<file path="config.mk">
export PLATFORM = sky130hd
export DESIGN_NAME = keyboard_letter_queue
export DESIGN_NICKNAME = d
export VERILOG_FILES = /design/src/rtl/keyboard_letter_queue.sv
export SDC_FILE = /design/constraint.sdc
export NUM_CORES = 1
export LEC_CHECK = 0
export ABC_AREA = 0
export BUFFER_PORTS_ARGS = -buffer_cell sky130_fd_sc_hd__clkbuf_2
export CAP_MARGIN = 20
export CORE_MARGIN = 2
export CORE_UTILIZATION = 40
export CTS_CLUSTER_DIAMETER = 50
export DETAILED_ROUTE_END_ITERATION = 8
export PLACE_DENSITY = 0.7
export SLEW_MARGIN = 5
export SYNTH_ARGS = -nofsm -noshare
export SYNTH_HDL_FRONTEND = slang
export SYNTH_SLANG_ARGS = --single-unit
</file>
<file path="constraint.sdc">
create_clock -name clk -period 3.4 [get_ports clk]
set_input_delay 0.51 -clock clk [delete_from_list [all_inputs] [get_ports clk]]
set_output_delay 0.51 -clock clk [all_outputs]
set_load 0.05 [all_outputs]
</file>
<file path="src/rtl/keyboard_letter_queue.sv">
// keyboard_letter_queue
// Parses PS/2 scan bytes (make / break / extended prefixes) and maps A-Z and
// Enter make codes to letter indices. Held-key typematic repeats can be
// suppressed. Decoded letters are buffered in a show-ahead FIFO, and the game
// FSM pops them from that FIFO.
module keyboard_letter_queue #(
  parameter int FIFO_DEPTH   = 4,
  parameter int ALLOW_REPEAT = 0
) (
  input  logic                            clk,
  input  logic                            reset,
  input  logic                            byte_valid,
  input  logic [7:0]                      byte_data,
  input  logic                            clear,
  input  logic                            pop,
  output logic                            letter_valid,
  output logic [4:0]                      letter,
  output logic [$clog2(FIFO_DEPTH+1)-1:0] fifo_count,
  output logic                            overflow
);

  localparam int PTR_W = $clog2(FIFO_DEPTH);
  localparam int CNT_W = $clog2(FIFO_DEPTH + 1);

  localparam logic [7:0] BRK_PREFIX = 8'hF0;
  localparam logic [7:0] EXT_PREFIX = 8'hE0;
  localparam logic [4:0] EMPTY_IDX  = 5'd27;

  typedef enum logic [1:0] {
    ST_IDLE    = 2'd0,
    ST_BRK     = 2'd1,
    ST_EXT     = 2'd2,
    ST_EXT_BRK = 2'd3
  } parse_state_t;

  parse_state_t     state_q;
  logic             held_valid_q;
  logic [7:0]       held_code_q;

  logic [4:0]       mem_q [FIFO_DEPTH];
  logic [PTR_W-1:0] wr_ptr_q, wr_ptr_d;
  logic [PTR_W-1:0] rd_ptr_q, rd_ptr_d;
  logic [CNT_W-1:0] count_q, count_d;
  logic             overflow_q, overflow_d;

  logic             dec_hit;
  logic [4:0]       dec_idx;
  logic             push_req;
  logic             fifo_empty;
  logic             fifo_full;
  logic             pop_eff;
  logic             push_eff;

  // Make-code to letter index. The top bit flags a mapped code.
  function automatic logic [5:0] decode_make(input logic [7:0] code);
    logic [5:0] r;
    case (code)
      8'h1C: r = {1'b1, 5'd0};
      8'h32: r = {1'b1, 5'd1};
      8'h21: r = {1'b1, 5'd2};
      8'h23: r = {1'b1, 5'd3};
      8'h24: r = {1'b1, 5'd4};
      8'h2B: r = {1'b1, 5'd5};
      8'h34: r = {1'b1, 5'd6};
      8'h33: r = {1'b1, 5'd7};
      8'h43: r = {1'b1, 5'd8};
      8'h3B: r = {1'b1, 5'd9};
      8'h42: r = {1'b1, 5'd10};
      8'h4B: r = {1'b1, 5'd11};
      8'h3A: r = {1'b1, 5'd12};
      8'h31: r = {1'b1, 5'd13};
      8'h44: r = {1'b1, 5'd14};
      8'h4D: r = {1'b1, 5'd15};
      8'h15: r = {1'b1, 5'd16};
      8'h2D: r = {1'b1, 5'd17};
      8'h1B: r = {1'b1, 5'd18};
      8'h2C: r = {1'b1, 5'd19};
      8'h3C: r = {1'b1, 5'd20};
      8'h2A: r = {1'b1, 5'd21};
      8'h1D: r = {1'b1, 5'd22};
      8'h22: r = {1'b1, 5'd23};
      8'h35: r = {1'b1, 5'd24};
      8'h1A: r = {1'b1, 5'd25};
      8'h5A: r = {1'b1, 5'd26};
      default: r = {1'b0, 5'd0};
    endcase
    return r;
  endfunction

  // Push decision and FIFO occupancy flags.
  always_comb begin
    {dec_hit, dec_idx} = decode_make(byte_data);
    push_req   = 1'b0;
    if (byte_valid && (state_q == ST_IDLE) &&
        (byte_data != BRK_PREFIX) && (byte_data != EXT_PREFIX) && dec_hit) begin
      // A repeat of the currently held key is swallowed unless repeats are allowed.
      push_req = (ALLOW_REPEAT != 0) || !held_valid_q || (byte_data != held_code_q);
    end
    fifo_empty = (count_q == '0);
    fifo_full  = (count_q == CNT_W'(FIFO_DEPTH));
    pop_eff    = pop && !fifo_empty;
    // When full, a push only fits if the head leaves in the same cycle.
    push_eff   = push_req && (!fifo_full || pop_eff);
  end

  // Parser FSM: advances on each received byte and tracks the held key.
  always_ff @(posedge clk or posedge reset) begin
    if (reset) begin
      state_q      <= ST_IDLE;
      held_valid_q <= 1'b0;
      held_code_q  <= 8'h00;
    end else if (clear) begin
      state_q      <= ST_IDLE;
      held_valid_q <= 1'b0;
      held_code_q  <= 8'h00;
    end else if (byte_valid) begin
      case (state_q)
        ST_IDLE: begin
          if (byte_data == BRK_PREFIX) begin
            state_q <= ST_BRK;
          end else if (byte_data == EXT_PREFIX) begin
            state_q <= ST_EXT;
          end else if (dec_hit) begin
            // A newly pressed key supersedes whichever key was held before.
            held_valid_q <= 1'b1;
            held_code_q  <= byte_data;
          end
        end
        ST_BRK: begin
          if (held_valid_q && (byte_data == held_code_q)) begin
            held_valid_q <= 1'b0;
          end
          state_q <= ST_IDLE;
        end
        ST_EXT: begin
          state_q <= (byte_data == BRK_PREFIX) ? ST_EXT_BRK : ST_IDLE;
        end
        ST_EXT_BRK: begin
          state_q <= ST_IDLE;
        end
        default: begin
          state_q <= ST_IDLE;
        end
      endcase
    end
  end

  // FIFO pointer, count and overflow next-state.
  always_comb begin
    wr_ptr_d   = wr_ptr_q;
    rd_ptr_d   = rd_ptr_q;
    count_d    = count_q;
    overflow_d = overflow_q;
    if (clear) begin
      wr_ptr_d   = '0;
      rd_ptr_d   = '0;
      count_d    = '0;
      overflow_d = 1'b0;
    end else begin
      if (push_eff) begin
        wr_ptr_d = wr_ptr_q + PTR_W'(1);
      end
      if (pop_eff) begin
        rd_ptr_d = rd_ptr_q + PTR_W'(1);
      end
      case ({push_eff, pop_eff})
        2'b10:   count_d = count_q + CNT_W'(1);
        2'b01:   count_d = count_q - CNT_W'(1);
        default: count_d = count_q;
      endcase
      if (push_req && !push_eff) begin
        overflow_d = 1'b1;
      end
    end
  end

  // FIFO control registers.
  always_ff @(posedge clk or posedge reset) begin
    if (reset) begin
      wr_ptr_q   <= '0;
      rd_ptr_q   <= '0;
      count_q    <= '0;
      overflow_q <= 1'b0;
    end else begin
      wr_ptr_q   <= wr_ptr_d;
      rd_ptr_q   <= rd_ptr_d;
      count_q    <= count_d;
      overflow_q <= overflow_d;
    end
  end

  // FIFO storage. Entries are only read while counted as valid, so they need no reset.
  always_ff @(posedge clk) begin
    if (push_eff && !clear) begin
      mem_q[wr_ptr_q] <= dec_idx;
    end
  end

  assign letter_valid = !fifo_empty;
  assign letter       = fifo_empty ? EMPTY_IDX : mem_q[rd_ptr_q];
  assign fifo_count   = count_q;
  assign overflow     = overflow_q;

endmodule

</file>
# --- After elaboration in Yosys (flattened, before gate mapping) ---
# Memories as Yosys holds them, arrays and structs flattened.
# Cells that the tools add are included.
op_classes:
  n_addsub: 4
  order_cmp: 0
  mul: 0
  n_eq_ne: 19
  shift: 0
  muxes: 32
  n_bitwise: 0
  n_div: 0
  n_reduce_logical: 30
ops:
  columns: ["operator", "n"]
  rows:
  - ["2-to-1 mux 8 bit", 6]
  - ["2-to-1 mux 2 bit", 9]
  - ["equality test 8 bit (second input constant)", 2]
  - ["inequality test 8 bit (second input constant)", 2]
  - ["inequality test 3 bit (second input constant)", 4]
  - ["nonzero test 2 bit", 6]
  - ["2-to-1 mux 1 bit", 11]
  - ["logical AND 1 bit", 9]
  - ["equality test 8 bit", 1]
  - ["inequality test 8 bit", 1]
  - ["equality test 2 bit (second input constant)", 3]
  - ["2-to-1 mux 6 bit", 1]
  - ["one-hot mux 2 bit (3 select lines)", 1]
  - ["one-hot mux 3 bit (2 select lines)", 1]
  - ["AND reduction 6 bit", 1]
  - ["nonzero test 3 bit", 2]
  - ["logical NOT 1 bit", 5]
  - ["2-to-1 mux 5 bit", 1]
  - ["AND reduction 5 bit", 1]
  - ["adder 2 x 1 -> 2 bit (second input constant)", 2]
  - ["equality test 2 x 1 -> 1 bit (second input constant)", 2]
  - ["inequality test 2 bit (second input constant)", 2]
  - ["inequality test 4 x 2 -> 1 bit (second input constant)", 1]
  - ["adder 3 x 1 -> 3 bit (second input constant)", 1]
  - ["9 further kinds", 10]
totals:
  mem_bits_ro: 768
  mem_bits_rw: 20
  register_bits: 19
  latch_bits: 0
  word_cells: 94
  memories: 2
  out_inout_bits: 10
memory_table:
  columns: ["memory", "depth", "word_bits", "read_ports", "rd_clocked_by_memory_dff", "write_ports", "line", "rtl"]
  rows:
  - ["(no name shown)", 128, 6, 1, 0, 0, "57", "case (code)"]
  - ["mem_q", 4, 5, 1, 0, 1, "40", "logic [4:0] mem_q [FIFO_DEPTH];"]

# --- Logic depth before layout (Yosys ltp) ---
# Gate-level depths: netlist of run 1.
logic_depth:
  depth_word: 11
  mapped_depth: 13

# --- Worst setup path after synthesis of run 1 ---
# Ideal clock, no wire load.
synth_path:
  path_kind: "input -> register"
  startpoint: "in byte_data[2]"
  endpoint: "reg count_q[1] (netlist: fifo_count[1])"
  setup_time_ps: 78
  cell_stages: 12
  slack_ps: 177
  path_buffers: 1
  arrival_time_ps: 3145
  t_required_ps: 3322
  cell_sequence: "buf_2 inv_1 ha_1 nor2b_1 a21oi_1 a2111o_1 o32a_1 o31a_1 inv_1 fa_1 a221o_1 a21oi_1"
synth_via:
  elab_chain_cells: 9
  word_cells_on_any_way: 16
  cone_classes: "eq/ne (5); mux (4); reduce/logical (6); memory (1)"
synth_rtl:
  columns: ["item", "line", "rtl"]
  rows:
  - ["from (decl)", "13", "input logic [7:0] byte_data,"]
  - ["parallel branches: the longest is 4 deep, another holds memory (128 x 6 bit)", null, null]
  - ["2-to-1 mux 1 bit *", "94", "if (byte_valid && (state_q == ST_IDLE) &&"]
  - ["logical AND 1 bit *", "103", "push_eff = push_req && (!fifo_full || pop_eff);"]
  - ["equality test 2 x 1 -> 1 bit / equality test 2 bit (equally long branches)", "166", "case ({push_eff, pop_eff})"]
  - ["one-hot mux 3 bit (2 select lines)", "166", null]
  - ["2-to-1 mux 3 bit", "154", "if (clear) begin"]
  - ["to (signal assigned)", "187", "count_q <= count_d;"]
  - ["to (decl)", "43", "logic [CNT_W-1:0] count_q, count_d;"]
# Every way passes the cells marked *.
# A chain may end at the register's enable or synchronous reset.

# --- Final worst setup path of run 1 ---
layout_path:
  startpoint: "in byte_data[1]"
  endpoint: "reg count_q[1] (netlist: fifo_count[1])"
# The elaborated chain is that of the path after synthesis.

==> results.md, run 1 <==
* Status: completed
* Final antenna diode count at 0
* RSZ-0062 raised after global routing: no
* Sequential power share at about two fifths
* Max VDD drop at 445 uV
* Reg2reg setup slack at around 0.87 ns
* Mean Syn Cell Area at 9.51 um^2
* Max-cap violation count at 0
* P&R area growth vs syn at 12.6%
* Pin count of the biggest net entering global routing at 25
* Final Max Tran Viols at 0
* Slew margin rel. at between 50% and 60%
* Synth top area cells: edfxtp_1 25%, dfrtp_1 20%, mux4_2 4.7%
* Clk pwr share at 21.7%
* Top cell type's share of synthesized area at 24.9%
* Number of global-route vias before repair at around 1800
* Mapped Cells at about 250
* Compound-Gate Fraction of Synth Area at roughly 15%
* CTS tree: done
* Worst EP arrival at between 3 and 4 ns
* Clock Sinks at 39
* Largest family of logic cells by synthesized area: simple AND/OR/NAND/NOR gates
* Post-Syn Area at 2420 um^2
* Final ANT Viol Nets at 0
* Post-CTS setup repair buffer count at 0
* Sw Share at around two fifths
* Main synth FF type: edfxtp_1
* FFs w/ async S/R, synth at between 40% and 50%
* Internal Power at 844 uW
* Initial core utilization at between 40% and 50%
* Std-Cell Rows at 28
* Met3 usage at approximately 3.3%
* Synth Register Bits at 39
* Worst Skew at slightly above 0.005 ns
* TritonCTS Buffers at 5
* Initial antenna violation count at 0
* Crit end category: flip-flop
* Synth Net Count at approximately 270
* Worst min path class: primary input to async pin
* Final Core Density at 46.2%
* First DRT Iteration DRCs at 166
* Post-synth cell types at 43
* CP Max Fanout at 7
* PD cells at ~530 nW/um^2
* WL per Instance at 14.6 um
* All-layer global routing usage at approximately 17%
* WL final at just over 5000 um
* Cell accounting for the most synthesized area: edfxtp_1
* YS warnings at 0
* Setup WS pre-CTS at between 0.1 and 0.15 ns
* CTS Buffer Depth at 2
* Setup CP Type: primary input to flip-flop
* Net count, final at between 200 and 300
* Reg2reg path depth at 8
* Final Wtd Congestion at 0.911
* Number of flops mapped to enable cells by yosys at 20
* LEAKAGE at ~1.0 nW
* Simple-gate area share of the yosys netlist at just over 20%
* Adder-cell share of the synthesized area at 3.42%
* First-pass GRT wire length at slightly below 9000 um
* Final critical-path share of the clock period at a little under 90%
* H-tree Lvls at 2
* Post-cts resize count at 0
* TNS Setup at 0 ns
* Share of cells above drive strength 1 at 19.5%
* GR Util met2 at 26.3%
* Die Y at around 80 um
* Mux share of post-synthesis cell area at 6.84%
* Clock-pin slew on the worst setup and hold paths at about 0.08 ns
* Total congestion overflow at 0
* Tmin final at roughly 3.0 ns
* Die area at roughly 6700 um^2
* Critical path data required time at 3.61 ns
* Chip Width at 81.7 um
* GR Util met1 at between 20% and 30%
* Worst-Margin Slew at between 0.7 and 0.8 ns
* Hold WS at just over 0.3 ns
* Placed wire-length estimate at ~3800 um
* Via count at 1942
* CP Launch Type: primary input
* Total net switching power at slightly below 600 uW
* Most used routing layer: met2
* # DRC at 0
* Gate power share at approximately two fifths
* CTS root buf: clkbuf_8
* Clk Latency, worst-skew pair at 0.29 ns
* Post-synthesis sequential area ratio at about 45%
* Final Setup Violations at 0
* Synth Area in XOR/XNOR at under 10%
* Setup ws final at slightly below 0.4 ns
* Core ar. at slightly below 6000 um^2
* # fillers at about 580
* Port buffer count at 22
* Vias/cell at approximately 5.5
* Fmax at about 330 MHz
* CTS Hold Buffers Added at 0
* Fin. Hold Viols at 0
* DRT Pass-1 Iters at 4
* Num ports at 23
[kinds of logic (layout without fill, tap and decap cells)]
family | count (synthesis) | in the layout
AND/OR/NAND/NOR | 94 | 94
AO/OA/AOI/OAI | 58 | 58
multiplexers | 10 | 10
adder cells (fa/ha/maj) | 6 | 6
XOR/XNOR | 13 | 13
flip-flops | 39 | 39
buffers and inverters | 34 | 57
[synthesized netlist by cell type, types with 5 or more instances]
| cell | n |
|---|---|
| nor2b_1 | 6 |
| nor2_1 | 29 |
| edfxtp_1 | 20 |
| ha_1 | 5 |
| nand2_1 | 15 |
| nand3_1 | 7 |
| nor3_1 | 7 |
| dfrtp_1 | 19 |
| a21oi_1 | 22 |
| o21ai_0 | 17 |
| clkbuf_1 | 12 |
| nor4b_1 | 6 |
| buf_2 | 6 |
| xnor2_1 | 10 |
| inv_1 | 15 |
| mux4_2 | 5 |
[cells in the final DEF, fill, tap and decap left out, types with 5 or more instances in the layout]
cell and n:
a21oi_1 22, buf_4 12, clkbuf_2 22, clkbuf_8 5, dfrtp_1 19, edfxtp_1 20
ha_1 5, inv_1 15, mux4_2 5, nand2_1 15, nand3_1 7, nor2_1 29
nor2b_1 6, nor3_1 7, nor4b_1 6, o21ai_0 17, xnor2_1 10
[power by group through the flow]
stage | logic [mW] | registers [mW] | clock network [mW]
global placement | 0.556 | 0.567 | 0
CTS | 0.567 | 0.557 | 0.317
global route | 0.616 | 0.563 | 0.335
finish | 0.564 | 0.557 | 0.310
floorplan | 0.419 | 0.595 | 0
detailed placement | 0.565 | 0.568 | 0
[critical path, cell delays in order]
cell and delay (ns):
clkbuf_2 0.13, ha_1 0.31, nor2b_1 0.20, a21oi_1 0.10
a2111o_1 0.44, o32a_1 0.22, o31a_1 0.35, inv_1 0.08
fa_1 0.42, a221o_1 0.33, a21oi_1 0.12
[metal layers]
metal,vias up,share of wire (%),wire length (um)
li1,951,-,-
met1,933,48,2470
met2,49,46,2360
met3,9,4.9,252
met4,0,1.4,71
met5,-,0,0
[final timing paths]
path / end / from
setup / recovery: fifo_count[1]$_DFFE_PP0P_ / byte_data[1]
hold / removal: held_code_q[6]$_DFFE_PP0P_ / reset
setup reg to reg: fifo_count[1]$_DFFE_PP0P_ / fifo_count[2]$_DFFE_PP0P_
hold reg to reg: held_code_q[7]$_DFFE_PP0P_ / held_code_q[7]$_DFFE_PP0P_
max in group asynchronous: rd_ptr_q[0]$_DFFE_PP0P_ / reset
min in group clk: held_code_q[3]$_DFFE_PP0P_ / byte_data[3]
[state kept, by name, indices dropped and copies added (netlist names)]
| name | cells |
|---|---|
| mem_q | 20 |
| held_code_q | 8 |
| fifo_count | 3 |
| rd_ptr_q | 2 |
| state_q | 2 |
| wr_ptr_q | 2 |
| held_valid_q | 1 |
| overflow | 1 |
[stage by stage]
stage               cells  instance area (um^2)  power [mW]
floorplan             254                  2420        1.01
global placement      344                  2630        1.12
finish                352                  2720        1.43
CTS                   352                  2720        1.44
global route          352                  2720        1.51
detailed placement    344                  2630        1.13
[cell type report]
type	count	area, um^2	share of cell area (%)
Clock inverter	3	20.0	0.736
Inverter	15	56.3	2.07
Tap cell	75	93.8	3.45
Clock buffer	5	68.8	2.53
Multi-Input combinational cell	181	1200	44.3
Sequential cell	39	1080	39.6
Timing Repair Buffer	34	200	7.36
(Power assumes the default switching activity.)
==> run 2, diff against run 1 <==
--- a/config.mk
+++ b/config.mk
@@ -8,11 +8,12 @@
 export ABC_AREA = 0
 export BUFFER_PORTS_ARGS = -buffer_cell sky130_fd_sc_hd__clkbuf_2
 export CAP_MARGIN = 20
+export CORE_ASPECT_RATIO = 0.5
 export CORE_MARGIN = 2
 export CORE_UTILIZATION = 40
 export CTS_CLUSTER_DIAMETER = 50
 export DETAILED_ROUTE_END_ITERATION = 8
-export PLACE_DENSITY = 0.7
+export PLACE_DENSITY = 0.55
 export SLEW_MARGIN = 5
 export SYNTH_ARGS = -nofsm -noshare
 export SYNTH_HDL_FRONTEND = slang
==> results.md, run 2 (same netlist as run 1, synthesis figures left out) <==
* Total congestion overflow at 0 (unchanged)
* Via count at 1959 (+0.88%)
* Clock Sinks at 39 (unchanged)
* Net count, final at 298 (+1.0%)
* Critical path's slowest cell: a2111o_1
* Worst EP arrival at 3.20 ns (-0.02 ns)
* CP Launch Type: primary input
* Core ar. at 5660 um^2 (-3.9%)
* All-layer global routing usage at 18.1% (+1.0 points)
* RSZ-0062 raised after global routing: no
* WL per Instance at 15.8 um (+8.2%)
* First DRT Iteration DRCs at 109 (-34%)
* Placed wire-length estimate at 4070 um (+6.9%)
* CTS Hold Buffers Added at 0 (unchanged)
* H-tree Lvls at 2 (unchanged)
* CTS tree: done
* P&R area growth vs syn at 17.6%
* Port buffer count at 22 (unchanged)
* Clock-pin slew on the worst setup and hold paths at 0.06 ns (-0.02 ns)
* Worst min path class: primary input to async pin
* Final Wtd Congestion at 0.825 (-9.5%)
* Number of global-route vias before repair at 1781 (-2.8%)
* CTS root buf: clkbuf_16
* # fillers at 529 (-8.3%)
* Slew margin rel. at 49.5% (-1.8 points)
* Worst-Margin Slew at 0.757 ns (+0.0269 ns)
* Fin. Hold Viols at 0 (unchanged)
* Fin area at 2840 um^2 (+4.4%)
* Largest Register: mem_q
* Setup CP Type: primary input to flip-flop
* Status: completed
* Crit-path leading delay family: compound AO/OA/AOI/OAI gates
* Final critical-path share of the clock period at 88.3% (-0.16 points)
* Reg2reg setup slack at 0.85 ns (-0.02 ns)
* PD cells at 614 nW/um^2 (+17%)
* Pin count of the biggest net entering global routing at 25 (unchanged)
* Clk Latency, worst-skew pair at 0.28 ns (about the same)
* Die Y at 59.0 um (-28%)
* Total power at 1.74 mW (+22%)
* Max-cap violation count at 0 (unchanged)
* Worst Skew at 0.00577 ns (+0.000739 ns)
* CTS Buffer Depth at 2 (unchanged)
* Multi-input gate area at 1200 um^2 (unchanged)
* Final Setup Violations at 0 (unchanged)
* Most common cell after layout, fill and taps aside: nor2_1
* Crit end category: flip-flop
* Final Max Tran Viols at 0 (unchanged)
* Share of cells above drive strength 1 at 20.0% (+0.51 points)
* Sequential cell area at 1080 um^2 (unchanged)
* CP bufs+invs at 3 (+1)
* CP Max Fanout at 4 (-3)
* Worst path max stage delay at 0.46 ns (+0.02 ns)
* Chip Width at 114 um (+39%)
* WL final at 5580 um (+8.5%)
* Std-Cell Rows at 19 (-32%)
* Max VDD drop at 213 uV (-52%)
* # DRC at 0 (unchanged)
* Placed Instance Area at 2650 um^2 (+0.76%)
* Post-cts resize count at 0 (unchanged)
* Die area at 6720 um^2 (+0.56%)
* Commonest non-fill, non-tap cells in the layout: 29 x nor2_1, 22 x a21oi_1, 22 x clkbuf_2
* Post-CTS setup repair buffer count at 0 (unchanged)
* CP Cell Sequence: clkbuf_2, inv_1, ha_1, nor2b_1, a21oi_1, a2111o_1, o32a_1, o31a_1, inv_1, fa_1, a221o_1, a21oi_1
* Fmax at 333 MHz (+0.18%)
* Final ANT Viol Nets at 0 (unchanged)
* TNS Setup at 0 ns (unchanged)
* Num ports at 23 (unchanged)
* DRT Pass-1 Iters at 4 (unchanged)
* Vias/cell at 5.55 (+0.59%)
* Critical path data required time at 3.60 ns (about the same)
* TritonCTS Buffers at 5 (unchanged)
* First-pass GRT wire length at 9260 um (+5.4%)
* Final antenna diode count at 0 (unchanged)
* Initial core utilization at 42.7% (+1.7 points)
* Initial antenna violation count at 0 (unchanged)
* Max reg flops at 20 (unchanged)
* Tmin final at 3.00 ns (-0.00527 ns)
* LEAKAGE at 1.10 nW (+6.3%)
* Hold WS at 0.338 ns (+0.0288 ns)
[run 2: cell types whose count changed in the layout (fill, tap and decap cells not counted), sizes merged]
cell / delta
buf: +3
bufinv: +2
clkbuf: +1
clkinv: -1
clkinvlp: -2
[run 2: per-stage QoR]
step	util [%]	setup WS, ns	cells
3_3_place_gp	46.9	0.185	345
5_1_grt	50.2	0.261	353
6_report	50.2	0.399	353
2_1_floorplan	-	0.177	254
3_5_place_dp	46.9	0.131	345
4_1_cts	50.2	0.421	353
[run 2: power by group]
part | total (mW) | switching [mW] | internal (mW)
Combinational | 0.586 | 0.387 | 0.198
Clock | 0.600 | 0.179 | 0.421
Sequential | 0.559 | 0.0397 | 0.519
[run 2: layout make-up]
type                            instances  share of cell area, %
Inverter                               15                   1.98
Multi-Input combinational cell        181                   42.4
Sequential cell                        39                   37.9
Timing Repair Buffer                   37                   7.84
Tap cell                               73                   3.22
Clock inverter                          2                   2.11
Clock buffer                            6                   4.54
[run 2: per-layer routing]
layer / track usage [%] / share of wire [%] / vias up
met5: 0 / 0 / -
met4: 5.40 / 1.1 / 0
met3: 4.43 / 4.3 / 6
met2: 23.4 / 38 / 39
met1: 29.1 / 56 / 959
li1: - / - / 955
[run 2: worst paths after layout]
path                                                 start                         end  cells past startpoint
worst min register to register  held_code_q[7]$_DFFE_PP0P_  held_code_q[7]$_DFFE_PP0P_                      1
worst max register to register      state_q[0]$_DFFE_PP0P_       mem_q[3][0]$_DFFE_PP_                      4
min in group clk                held_code_q[7]$_DFFE_PP0P_  held_code_q[7]$_DFFE_PP0P_                      1
worst min-delay path                                 reset  held_code_q[2]$_DFFE_PP0P_                      2
worst max-delay path                          byte_data[2]   fifo_count[1]$_DFFE_PP0P_                     12
max in group asynchronous                            reset     wr_ptr_q[0]$_DFFE_PP0P_                      2
==> run 3, diff against run 2 <==
--- a/config.mk
+++ b/config.mk
@@ -14,6 +14,7 @@
 export CTS_CLUSTER_DIAMETER = 50
 export DETAILED_ROUTE_END_ITERATION = 8
 export PLACE_DENSITY = 0.55
+export SETUP_SLACK_MARGIN = 0.4
 export SLEW_MARGIN = 5
 export SYNTH_ARGS = -nofsm -noshare
 export SYNTH_HDL_FRONTEND = slang
==> results.md, run 3 (same netlist as run 1, synthesis figures left out) <==
* Setup CP Type: primary input to flip-flop
* P&R area growth vs syn at 16.7%
* Fin area at 2820 um^2 (-0.70%)
* Worst EP arrival at 3.08 ns (-0.12 ns)
* Worst min path class: primary input to async pin
* Most common cell after layout, fill and taps aside: nor2_1
* Clock Sinks at 39 (unchanged)
* Worst path max stage delay at 0.43 ns (-0.03 ns)
* Max reg flops at 20 (unchanged)
* Final antenna diode count at 0 (unchanged)
* CP Cell Sequence: buf_2, ha_4, nor2b_2, nor4b_1, a2111o_1, o32a_1, o31a_1, inv_1, fa_1, a221o_1, a21oi_1
* Initial antenna violation count at 0 (unchanged)
* Clock-pin slew on the worst setup and hold paths at 0.06 ns (about the same)
* Core ar. at 5660 um^2 (unchanged)
* Crit end category: flip-flop
* Vias/cell at 5.56 (+0.15%)
* RSZ-0062 raised after global routing: no
* Std-Cell Rows at 19 (unchanged)
* CP startpoint: byte_data[1]
* Share of cells above drive strength 1 at 22.1% (+2.1 points)
* H-tree Lvls at 2 (unchanged)
* Die Y at 59.0 um (unchanged)
* CTS tree: done
* Final critical-path share of the clock period at 84.5% (-3.8 points)
* CP Max Fanout at 11 (+7)
* TritonCTS Buffers at 5 (unchanged)
* # DRC at 0 (unchanged)
* Final Setup Violations at 0 (unchanged)
* Max-cap violation count at 0 (unchanged)
* WL final at 5570 um (-0.21%)
* Num ports at 23 (unchanged)
* RR Endpoint: fifo_count[1]$_DFFE_PP0P_
* LEAKAGE at 1.08 nW (-1.8%)
* CTS Buffer Depth at 2 (unchanged)
* Critical path data required time at 3.60 ns (about the same)
* Commonest non-fill, non-tap cells in the layout: 29 x nor2_1, 22 x a21oi_1, 20 x edfxtp_1
* Net count, final at 298 (unchanged)
* Max VDD drop at 220 uV (+3.3%)
* Final Wtd Congestion at 0.832 (+0.81%)
* Placed Instance Area at 2670 um^2 (+0.57%)
* Crit-path leading delay family: compound AO/OA/AOI/OAI gates
* Slew margin rel. at 47.9% (-1.6 points)
* Worst R2R Start: fifo_count[2]$_DFFE_PP0P_
* Initial core utilization at 42.7% (unchanged)
* Chip Width at 114 um (unchanged)
* Reg2reg path depth at 8 (+4)
* DRT Pass-1 Iters at 4 (unchanged)
* Die area at 6720 um^2 (unchanged)
* First DRT Iteration DRCs at 193 (+77%)
* CTS Hold Buffers Added at 0 (unchanged)
* PD cells at 562 nW/um^2 (-8.4%)
* Pin count of the biggest net entering global routing at 25 (unchanged)
* All-layer global routing usage at 18.2% (+0.12 points)
* WL per Instance at 15.8 um (-0.21%)
* Setup ws final at 0.529 ns (+0.130 ns)
* Worst Skew at 0.00624 ns (+0.000467 ns)
* Placed wire-length estimate at 4190 um (+2.9%)
* CP Launch Type: primary input
* Fmax at 348 MHz (+4.5%)
* Final ANT Viol Nets at 0 (unchanged)
* Clk Latency, worst-skew pair at 0.28 ns (about the same)
* Port buffer count at 22 (unchanged)
* Number of global-route vias before repair at 1849 (+3.8%)
* Total congestion overflow at 0 (unchanged)
* CTS root buf: clkbuf_16
* Via count at 1962 (+0.15%)
* CP bufs+invs at 2 (-1)
* TNS Setup at 0 ns (unchanged)
* First-pass GRT wire length at 9210 um (-0.52%)
* Fin. Hold Viols at 0 (unchanged)
* Tmin final at 2.87 ns (-0.130 ns)
* Setup WS pre-CTS at 0.180 ns (+0.0488 ns)
* Reg2reg setup slack at 0.82 ns (-0.03 ns)
* Critical path's slowest cell: fa_1
* Worst-Margin Slew at 0.781 ns (+0.0240 ns)
* Status: completed
* Largest Register: mem_q
* Final Core Density at 49.8% (-0.35 points)
* Final Max Tran Viols at 0 (unchanged)
run 3: cell types whose count changed in the layout (fill, tap and decap cells not counted), moves of 2 or more:
cell	before	now
buf_2	0	2
or3b_1	2	0
bufinv_16	2	0
clkbuf_2	22	19
or3b_4	0	2
run 3: how the worst max path moves through the flow:
stage	to	slack, ns	depth (start not counted)
floorplan	fifo_count[1]$_DFFE_PP0P_	0.43	12
global placement	fifo_count[1]$_DFFE_PP0P_	0.22	12
detailed placement	fifo_count[1]$_DFFE_PP0P_	0.18	12
CTS	fifo_count[1]$_DFFE_PP0P_	0.46	12
global route	fifo_count[1]$_DFFE_PP0P_	0.40	10
finish	fifo_count[1]$_DFFE_PP0P_	0.53	11
run 3: timing repair:
action / CTS / global route
hold endpoints to repair: 0 / 0
resized for setup: 0 / 8
setup buffers: 0 / 0
endpoints found under the setup margin: 0 / 2
run 3: final cells by class:
cell class | instances | area (um^2)
flip-flops and latches | 39 | 1080
multi-input cells | 181 | 1230
fillers | 531 | 2840
clock buffers | 6 | 129
clock inverters | 2 | 12.5
well taps | 73 | 91.3
inverters | 15 | 56.3
repair buffers | 37 | 225
run 3: metal layers:
| layer | up-vias | track usage (%) | share of wire (%) |
|---|---|---|---|
| li1 | 954 | - | - |
| met1 | 932 | 25.8 | 51 |
| met2 | 68 | 28.0 | 42 |
| met3 | 8 | 4.63 | 5.7 |
| met4 | 0 | 5.23 | 1.1 |
| met5 | - | 0 | 0 |
run 3: per-stage QoR:
step	std cells	power [mW]	hold slack (ns)
2_1_floorplan	254	1.02	0.461
3_5_place_dp	345	1.14	0.556
5_1_grt	353	1.66	0.408
6_report	353	1.59	0.342
3_3_place_gp	345	1.14	0.544
4_1_cts	353	1.60	0.378
run 3: report_power, final:
group | switching, mW | total [mW] | internal, mW
logic | 0.387 | 0.574 | 0.187
registers | 0.0393 | 0.558 | 0.519
clock network | 0.184 | 0.454 | 0.270
